`config.mk`:
```
export PLATFORM = sky130hd
export DESIGN_NAME = elevator_request_scheduler
export DESIGN_NICKNAME = d
export VERILOG_FILES = /design/src/rtl/elevator_request_scheduler.sv
export SDC_FILE = /design/constraint.sdc
export NUM_CORES = 1
export LEC_CHECK = 0
export ABC_AREA = 1
export CORE_MARGIN = 10
export CORE_UTILIZATION = 53
export DETAILED_ROUTE_END_ITERATION = 8
export PLACE_DENSITY = 0.79
export SYNTH_ARGS = -nofsm -noshare
export SYNTH_HDL_FRONTEND = slang
export SYNTH_SLANG_ARGS = --single-unit
```
`constraint.sdc`:
```
create_clock -name clk -period 3.8 [get_ports clk]
set_clock_uncertainty 0.05 [all_clocks]
set_input_delay 0.76 -clock clk [delete_from_list [all_inputs] [get_ports clk]]
set_output_delay 0.76 -clock clk [all_outputs]
set_load 0.005 [all_outputs]
```
`src/rtl/elevator_request_scheduler.sv`:
```
// Elevator request scheduler.
// Latches floor calls, picks the next destination with a LOOK policy, hands it
// to the motion controller with a valid/ready handshake, and retargets the car
// when a new call appears between its current floor and its destination.
module elevator_request_scheduler #(
    parameter int N_FLOORS = 4,
    parameter int FW       = 2
) (
    input  logic                clk,
    input  logic                rst,
    input  logic [N_FLOORS-1:0] call_btn_i,
    input  logic [FW-1:0]       cur_floor_i,
    input  logic                serve_done_i,
    input  logic                target_ready_i,
    output logic [FW-1:0]       target_floor_o,
    output logic                target_valid_o,
    output logic [1:0]          dir_o,
    output logic [N_FLOORS-1:0] pending_o,
    output logic                busy_o
);

    localparam logic [1:0] ST_IDLE   = 2'd0;
    localparam logic [1:0] ST_SELECT = 2'd1;
    localparam logic [1:0] ST_ISSUE  = 2'd2;
    localparam logic [1:0] ST_MOVING = 2'd3;

    localparam logic [1:0] DIR_IDLE = 2'b00;
    localparam logic [1:0] DIR_UP   = 2'b01;
    localparam logic [1:0] DIR_DOWN = 2'b10;

    logic [1:0]          state_q, state_d;
    logic [N_FLOORS-1:0] pending_q, pending_d;
    logic [FW-1:0]       target_floor_q, target_floor_d;
    logic                target_valid_q, target_valid_d;
    logic [1:0]          dir_q, dir_d;
    logic                busy_q;

    logic [N_FLOORS-1:0] cur_onehot_s;
    logic [N_FLOORS-1:0] clear_mask_s;
    logic [N_FLOORS-1:0] above_mask_s, below_mask_s;
    logic                above_found_s, below_found_s;
    logic [FW-1:0]       above_floor_s, below_floor_s;
    logic [FW-1:0]       dist_up_s, dist_dn_s;
    logic [FW-1:0]       look_floor_s;
    logic [1:0]          look_dir_s;
    logic                retarget_s;
    logic [FW-1:0]       retarget_floor_s;

    assign cur_onehot_s = {{(N_FLOORS-1){1'b0}}, 1'b1} << cur_floor_i;

    // Request latch: a serviced floor clears only on serve_done while moving; a new call wins over a clear.
    always_comb begin
        clear_mask_s = (state_q == ST_MOVING && serve_done_i) ? cur_onehot_s : {N_FLOORS{1'b0}};
        pending_d    = (pending_q & ~clear_mask_s) | call_btn_i;
    end

    // Nearest pending floor strictly above (lowest) and strictly below (highest) the car.
    always_comb begin
        above_floor_s = {FW{1'b0}};
        below_floor_s = {FW{1'b0}};
        for (int i = 0; i < N_FLOORS; i++) begin
            above_mask_s[i] = pending_q[i] && (FW'(i) > cur_floor_i);
            below_mask_s[i] = pending_q[i] && (FW'(i) < cur_floor_i);
        end
        for (int i = N_FLOORS - 1; i >= 0; i--) begin
            above_floor_s = above_mask_s[i] ? FW'(i) : above_floor_s;
        end
        for (int i = 0; i < N_FLOORS; i++) begin
            below_floor_s = below_mask_s[i] ? FW'(i) : below_floor_s;
        end
        above_found_s = |above_mask_s;
        below_found_s = |below_mask_s;
        dist_up_s     = above_floor_s - cur_floor_i;
        dist_dn_s     = cur_floor_i - below_floor_s;
    end

    // LOOK choice: keep sweeping in the current direction, reverse only when nothing lies ahead.
    always_comb begin
        look_floor_s = cur_floor_i;
        look_dir_s   = DIR_IDLE;
        if (((dir_q == DIR_IDLE) && pending_q[cur_floor_i]) || (pending_q == cur_onehot_s)) begin
            look_floor_s = cur_floor_i;
            look_dir_s   = DIR_IDLE;
        end else begin
            case (dir_q)
                DIR_UP: begin
                    look_floor_s = above_found_s ? above_floor_s : below_floor_s;
                    look_dir_s   = above_found_s ? DIR_UP : DIR_DOWN;
                end
                DIR_DOWN: begin
                    look_floor_s = below_found_s ? below_floor_s : above_floor_s;
                    look_dir_s   = below_found_s ? DIR_DOWN : DIR_UP;
                end
                default: begin
                    // Idle car: nearest call, equal distance resolved upward.
                    if (above_found_s && (!below_found_s || (dist_up_s <= dist_dn_s))) begin
                        look_floor_s = above_floor_s;
                        look_dir_s   = DIR_UP;
                    end else begin
                        look_floor_s = below_floor_s;
                        look_dir_s   = DIR_DOWN;
                    end
                end
            endcase
        end
    end

    // Retarget detection: the nearest call ahead of the car that is short of the current destination.
    always_comb begin
        case (dir_q)
            DIR_UP: begin
                retarget_s       = above_found_s && (above_floor_s < target_floor_q);
                retarget_floor_s = above_floor_s;
            end
            DIR_DOWN: begin
                retarget_s       = below_found_s && (below_floor_s > target_floor_q);
                retarget_floor_s = below_floor_s;
            end
            default: begin
                retarget_s       = 1'b0;
                retarget_floor_s = target_floor_q;
            end
        endcase
    end

    // Scheduler FSM next-state and registered-output next values.
    always_comb begin
        state_d        = state_q;
        target_floor_d = target_floor_q;
        target_valid_d = target_valid_q;
        dir_d          = dir_q;
        case (state_q)
            ST_IDLE: begin
                target_valid_d = 1'b0;
                dir_d          = DIR_IDLE;
                if (pending_q != {N_FLOORS{1'b0}}) begin
                    state_d = ST_SELECT;
                end else begin
                    state_d = ST_IDLE;
                end
            end
            ST_SELECT: begin
                if (pending_q == {N_FLOORS{1'b0}}) begin
                    state_d        = ST_IDLE;
                    dir_d          = DIR_IDLE;
                    target_valid_d = 1'b0;
                end else begin
                    state_d        = ST_ISSUE;
                    target_floor_d = look_floor_s;
                    dir_d          = look_dir_s;
                    target_valid_d = 1'b1;
                end
            end
            ST_ISSUE: begin
                // Target and direction are frozen until the motion controller takes them.
                if (target_ready_i) begin
                    state_d        = ST_MOVING;
                    target_valid_d = 1'b0;
                end else begin
                    state_d        = ST_ISSUE;
                    target_valid_d = 1'b1;
                end
            end
            ST_MOVING: begin
                if (serve_done_i) begin
                    state_d = ST_SELECT;
                end else if (retarget_s) begin
                    state_d        = ST_ISSUE;
                    target_floor_d = retarget_floor_s;
                    target_valid_d = 1'b1;
                end else begin
                    state_d = ST_MOVING;
                end
            end
            default: begin
                state_d        = ST_IDLE;
                target_valid_d = 1'b0;
                dir_d          = DIR_IDLE;
            end
        endcase
    end

    // State and output registers; reset drops every request and any unaccepted target.
    always_ff @(posedge clk) begin
        if (rst) begin
            state_q        <= ST_IDLE;
            pending_q      <= {N_FLOORS{1'b0}};
            target_floor_q <= {FW{1'b0}};
            target_valid_q <= 1'b0;
            dir_q          <= DIR_IDLE;
            busy_q         <= 1'b0;
        end else begin
            state_q        <= state_d;
            pending_q      <= pending_d;
            target_floor_q <= target_floor_d;
            target_valid_q <= target_valid_d;
            dir_q          <= dir_d;
            busy_q         <= (state_d != ST_IDLE);
        end
    end

    assign target_floor_o = target_floor_q;
    assign target_valid_o = target_valid_q;
    assign dir_o          = dir_q;
    assign pending_o      = pending_q;
    assign busy_o         = busy_q;

endmodule

```
==> results of run 1 <==
## flip-flops by register name, summed over array words and instances, names as in the netlist
signal / count
target_valid_o: 1
target_floor_o: 2
dir_o: 2
busy_o: 1
state_q: 2
pending_o: 4
## worst max-delay path, cell delays in order
cell,delay (ns)
clkdlybuf4s50_1,0.51
nand2_1,0.09
ha_1,0.25
inv_1,0.11
nand2_4,0.06
nand2_1,0.09
inv_2,0.06
nand2_1,0.05
o21ai_0,0.11
xor2_1,0.16
ha_1,0.32
nand2_1,0.07
a21boi_0,0.25
nand2_2,0.11
nand2_1,0.07
nand2_1,0.04
nor2_1,0.12
nor2_1,0.06
nor2_1,0.11
nor2_1,0.06
nor2_1,0.08
nor2_1,0.05
## layer usage
metal  routed length (um)  share of wire  track usage  up-vias
li1                     -              -            -      646
met5                    0              0            0        -
met2                 1543           0.50       0.2627       35
met1                 1315           0.42       0.1724      569
met3                  209          0.067      0.03752        4
met4                   34          0.011      0.05779        0
## per-stage QoR
| step | instances | cell area [um^2] | setup slack [ns] | hold slack, ns |
|---|---|---|---|---|
| finish | 239 | 1485 | 0.3042 | 0.4660 |
| global route | 239 | 1485 | 0.1520 | 0.5190 |
| CTS | 239 | 1485 | 0.3591 | 0.4653 |
| detailed placement | 236 | 1463 | 0.06350 | 0.4526 |
| global placement | 236 | 1463 | 0.1921 | 0.4369 |
| floorplan | 190 | 1245 | 0.7482 | 0.4314 |
## synthesized netlist by cell type (2+ instances only)
cell      number  area [um^2]
inv_2          5        18.77
a21oi_2        3        26.28
nand3_2        2        20.02
a21oi_1       15        75.07
ha_1          11        137.6
nand3_1       13        65.06
xor2_1         2        17.52
nor3_1         2        10.01
o21ai_1        2        10.01
o21ai_0       10        50.05
nor2_4         3        33.78
clkbuf_1       2        7.510
dfxtp_1       12        240.2
nor2_1        23        86.33
buf_6          2        22.52
nor2_2         2        12.51
nand2_1       35        131.4
nand2_2        3        18.77
inv_1         28        105.1
nand2_4        6        67.56
## cells by family (layout without fill, tap and decap cells)
| family | after synthesis | after routing | synth area share |
|---|---|---|---|
| compound gates | 34 | 34 | 0.1548 |
| buf+inv | 38 | 59 | 0.1327 |
| xor+xnor | 3 | 3 | 0.02714 |
| simple gates | 92 | 92 | 0.3819 |
| flops | 12 | 12 | 0.1930 |
| fa+ha+maj | 11 | 11 | 0.1106 |
## path summary, 6_finish.rpt
check / start / end / slack, ns / depth (start not counted)
worst max-delay path: cur_floor_i[1] / target_floor_o[1] / 0.30 / 22
worst min-delay path: dir_o[0] / dir_o[0] / 0.47 / 2
worst max register to register: pending_o[3] / target_floor_o[1] / 0.97 / 20
worst min register to register: dir_o[0] / dir_o[0] / 0.47 / 2
## cell type report
class | instances | area share
clock buffer | 3 | 0.01516
inverter | 34 | 0.09099
multi-input combinational | 140 | 0.5653
sequential | 12 | 0.1618
tap | 28 | 0.02359
timing repair buffer | 22 | 0.1432
## power groups by stage
stage	combinational [mW]	sequential, mW	clock, mW
2_1_floorplan	0.132	0.158	0
3_3_place_gp	0.189	0.159	0
3_5_place_dp	0.193	0.160	0
4_1_cts	0.195	0.157	0.0809
5_1_grt	0.220	0.160	0.0859
6_report	0.194	0.157	0.0801
==> impl_results.md, run 1 <==
* Period utilisation layout at 0.9200
* CP Launch Type: input port
* WP data arrival at 3.60 ns
* Clock period minus worst slack at between 3 and 4 ns
* Fin. Hold Viols at 0
* Post-route setup TNS at 0 ns
* I/O pins at 20
* CTS tree: yes
* Cell area power density at slightly below 300 nW/um^2
* # setup viols final at 0
* Vias in the first global route at around 1300
* Number of max-cap violations at 0
* Vias per inst at 5.247
* Worst skew pair latency at approximately 0.27 ns
* Post-CTS sizing at 0
* Most frequent cells in the layout: 35 x nand2_1, 28 x inv_1, 23 x nor2_1
* Area taken by multi-input logic gates at approximately 840 um^2
* Cts bufs inserted at 3
* Asr flop ratio synth at 0
* Cts hold-fix bufs at 0
* Dpl hpwl at 2547 um
* DRT Pass-1 Iters at 5
* Vias at roughly 1300
* Initial DRC count at 117
* Die width at 68.47 um
* N_diodes at 0
* Routability cong. at 0.8926
* Site row count at 17
* Max_slew headroom at 0.7395
* Switching power at 167.1 uW
* Full die area at 4687 um^2
* Post-Syn Area at 1245 um^2
* Routed WL at 3101 um
* Total core area at 2233 um^2
* Syn_nets at 211
* Clock sink total at 12
* Min-Delay Path Class: register to register
* Synth warn at 0
* # port buffers at 19
* Sequential area share after synthesis at 0.1930
* Final Util at 0.6650
* Initial antenna violation count at 0
* Worst-margin pin slew at 0.3896 ns
* Pin count of the biggest net entering global routing at 11
* Comb pwr share at 0.450
* Clock transition at the registers of the reported paths at approximately 0.070 ns
* RSZ-0062 raised after global routing: no
* Initial Util at 0.5574
* Critical path class: input port to register
* Maximum clock frequency at around 290 MHz
* Grt ovf at 0
* Register Area at 240.2 um^2
* Post-Synthesis Cells at between 150 and 200
* Syn avg cell area at 6.552 um^2
* Clock buffer depth at 2
* Clock power frac at 0.186
* Clk root buf: clkbuf_4
* #FFs+latches synth at 12
* Sw Share at 0.3878
* Final Power at 430.9 uW
* Fraction of layout cells with a size suffix above 1 at 0.1564
* Worst vdd ir at slightly below 0.3 mV
* Total Routing Usage GR at 0.1510
* Leading cell type in the layout, fill and taps excluded: nand2_1
* Setup crit end kind: register
* Post-CTS Setup Repair Bufs at 0
* Antenna viol nets, final at 0
* Worst path required time at between 3 and 4 ns
* # DRC at 0
* Pins Over Slew Limit at 0
* Leak at approximately 0.74 nW
* Reg power frac at 0.364
* Fillers at 213
* Main synth FF type: dfxtp_1
* Area Growth Syn to Fin at 19.30%
* Status: finished, final reports clean
* Die H at roughly 68 um
* Crit-path max FO at 4
* Global-route wire length before repair at 5554 um
* Int Pwr at 263.8 uW
* Post-synth EDFFs at 0
* Post-layout nets at 234
* Per-cell routed wire length at ~13 um
* CTS HTree Levels at 1
* Synth unique cells at 29
(Power assumes the default switching activity.)
==> run 2: changes to the inputs <==
CORE_UTILIZATION = 55   (was 53)
CTS_BUF_LIST = sky130_fd_sc_hd__clkbuf_4   (was default)
CTS_CLUSTER_SIZE = 16   (was default)
PLACE_DENSITY = 0.82   (was 0.79)
==> run 2 against run 1 <==
Compared with the run above: sequential power barely moved; core utilization rose by 0.95 points; non-clock buffer count fell by 1; combinational power barely moved; largest power group unchanged; critical endpoint unchanged; die area fell by 2.6%; highest routed layer unchanged.
==> impl_results.md, run 2 (synthesis results as in run 1) <==
* Comb pwr share at 0.450 (about the same)
* WP data arrival at 3.53 ns (was 3.60 ns)
* Worst skew pair latency at 0.28 ns (was 0.27 ns)
* Reg power frac at 0.366 (was 0.364)
* Maximum clock frequency at 296.5 MHz (was 286.1 MHz)
* Vias in the first global route at 1248 (was 1264)
* Min-Delay Path Class: register to register (unchanged)
* Fin. Hold Viols at 0 (unchanged)
* Cell area power density at 291.1 nW/um^2 (was 290.1 nW/um^2)
* Crit-path max FO at 4 (unchanged)
* Period utilisation layout at 0.8874 (was 0.9200)
* Clock transition at the registers of the reported paths at 0.07 ns (about the same)
* Worst-path cell chain: clkdlybuf4s50_1 > nand2_1 > ha_1 > inv_1 > nand2_4 > nand2_1 > inv_2 > nand2_1 > o21ai_0 > xor2_1 > ha_1 > nand2_1 > a21boi_0 > nand2_2 > a21oi_2 > nor2_1 > nor2_1 > nor2_1 > nor2_1 > nor2_1 > nor2_1 (was clkdlybuf4s50_1 > nand2_1 > ha_1 > inv_1 > nand2_4 > nand2_1 > inv_2 > nand2_1 > o21ai_0 > xor2_1 > ha_1 > nand2_1 > a21boi_0 > nand2_2 > nand2_1 > nand2_1 > nor2_1 > nor2_1 > nor2_1 > nor2_1 > nor2_1 > nor2_1)
* Clock power frac at 0.184 (was 0.186)
* Critical path class: input port to register (unchanged)
* Post-layout nets at 233 (was 234)
* Worst vdd ir at 0.3128 mV (was 0.2967 mV)
* CP Launch Type: input port (unchanged)
* Leading cell type in the layout, fill and taps excluded: nand2_1 (unchanged)
* Pins Over Slew Limit at 0 (unchanged)
* Most frequent cells in the layout: 35 x nand2_1, 28 x inv_1, 23 x nor2_1 (unchanged)
* Routability cong. at 0.9180 (was 0.8926)
* Cts bufs inserted at 3 (unchanged)
* Leak at 0.7374 nW (was 0.7422 nW)
* Initial DRC count at 77 (was 117)
* CTS tree: yes (unchanged)
* Pin count of the biggest net entering global routing at 11 (unchanged)
* Cells after DPL at 235 (was 236)
* Max_slew headroom at 0.7504 (was 0.7395)
* Status: finished, final reports clean (unchanged)
* Die width at 67.58 um (was 68.47 um)
* N_diodes at 0 (unchanged)
* Setup crit end kind: register (unchanged)
* Number of max-cap violations at 0 (unchanged)
* Sw Share at 0.3864 (was 0.3878)
* Die H at 67.58 um (was 68.47 um)
* CP peak stage delay at 0.48 ns (was 0.51 ns)
* Grt ovf at 0 (unchanged)
* Post-CTS sizing at 0 (unchanged)
* Final Util at 0.6745 (was 0.6650)
* Routed WL at 3077 um (was 3101 um)
* Initial antenna violation count at 0 (unchanged)
* Clk root buf: clkbuf_4 (unchanged)
* Clock period minus worst slack at 3.372 ns (was 3.496 ns)
* CTS HTree Levels at 1 (unchanged)
* Post-route setup TNS at 0 ns (unchanged)
* # port buffers at 19 (unchanged)
* Cts hold-fix bufs at 0 (unchanged)
* Site row count at 17 (unchanged)
* Total Routing Usage GR at 0.1505 (was 0.1510)
* Clock buffer depth at 2 (unchanged)
* RSZ-0062 raised after global routing: no (unchanged)
* I/O pins at 20 (unchanged)
* Final Power at 430.1 uW (was 430.9 uW)
* Int Pwr at 263.9 uW (was 263.8 uW)
* Vias per inst at 5.298 (was 5.247)
* # DRC at 0 (unchanged)
* Full die area at 4566 um^2 (was 4687 um^2)
* Initial Util at 0.5682 (was 0.5574)
* Total core area at 2191 um^2 (was 2233 um^2)
* Clock sink total at 12 (unchanged)
* Dpl hpwl at 2590 um (was 2547 um)
* Switching power at 166.2 uW (was 167.1 uW)
* Worst-margin pin slew at 0.3739 ns (was 0.3896 ns)
* Area Growth Syn to Fin at 18.69% (was 19.30%)
* Non-Filler Instances at 238 (was 239)
* Antenna viol nets, final at 0 (unchanged)
* Worst path most repeated cell: nor2_1
* Max reg flops at 4 (unchanged)
* DRT Pass-1 Iters at 4 (was 5)
* Vias at 1261 (was 1254)
* Post-CTS Setup Repair Bufs at 0 (unchanged)
* Global-route wire length before repair at 5471 um (was 5554 um)
* Per-cell routed wire length at 12.93 um (was 12.97 um)
* Fraction of layout cells with a size suffix above 1 at 0.1524 (was 0.1564)
* Worst path required time at 3.96 ns (was 3.90 ns)
* Slowest CP cell: clkdlybuf4s50_1 (unchanged)
* # setup viols final at 0 (unchanged)
==> run 2: changes by cell type in the layout (fill, tap and decap cells not counted) <==
| cell | before | now |
|---|---|---|
| buf_4 | 3 | 2 |
==> run 2: area by class of cell <==
class	count	area, um^2
Inverter	34	135.1
Multi-Input combinational cell	140	839.6
Tap cell	28	35.03
Fill cell	192	713.2
Timing Repair Buffer	21	205.2
Sequential cell	12	240.2
Clock buffer	3	22.52
==> run 2: path summary, 6_finish.rpt <==
| check | start | endpoint | slack (ns) | cells after the start |
|---|---|---|---|---|
| hold / removal | dir_o[0] | dir_o[0] | 0.46 | 2 |
| setup / recovery | cur_floor_i[1] | target_floor_o[1] | 0.43 | 21 |
| setup reg to reg | pending_o[3] | target_floor_o[1] | 1.05 | 19 |
| hold reg to reg | dir_o[0] | dir_o[0] | 0.46 | 2 |
==> run 2: power groups by stage <==
stage	Sequential [mW]	Combinational [mW]	Clock [mW]
after floorplan	0.158	0.132	0
after global placement	0.159	0.188	0
after detailed placement	0.160	0.193	0
after CTS	0.157	0.194	0.0816
after global routing	0.160	0.220	0.0873
final	0.157	0.194	0.0791
==> run 2: per-stage QoR <==
step | cell area [um^2] | hold slack [ns] | setup WS [ns]
after floorplan | 1245 | 0.4314 | 0.7482
final | 1478 | 0.4602 | 0.4278
after global placement | 1455 | 0.4354 | 0.2598
after detailed placement | 1455 | 0.4453 | 0.1687
after global routing | 1478 | 0.4967 | 0.1845
after CTS | 1478 | 0.4591 | 0.4570
==> run 2: layer usage <==
layer | vias to the layer above | track usage | wire (um)
li1 | 644 | - | -
met1 | 574 | 0.1704 | 1311
met4 | 0 | 0.06667 | 57
met5 | - | 0 | 0
met2 | 35 | 0.2547 | 1521
met3 | 8 | 0.04463 | 187
==> run 2: critical path: cells and delay by family <==
family,cells,cell delay [ns]
compound gates,3,0.47
simple gates,12,0.92
buf+inv,3,0.65
fa+ha+maj,2,0.56
xor+xnor,1,0.16
==> run 3: changes to the inputs <==
SKIP_CTS_REPAIR_TIMING = 1   (was default)
==> results of run 3 <==
No change in the layout: final DEF, timing and power equal those of run 2.
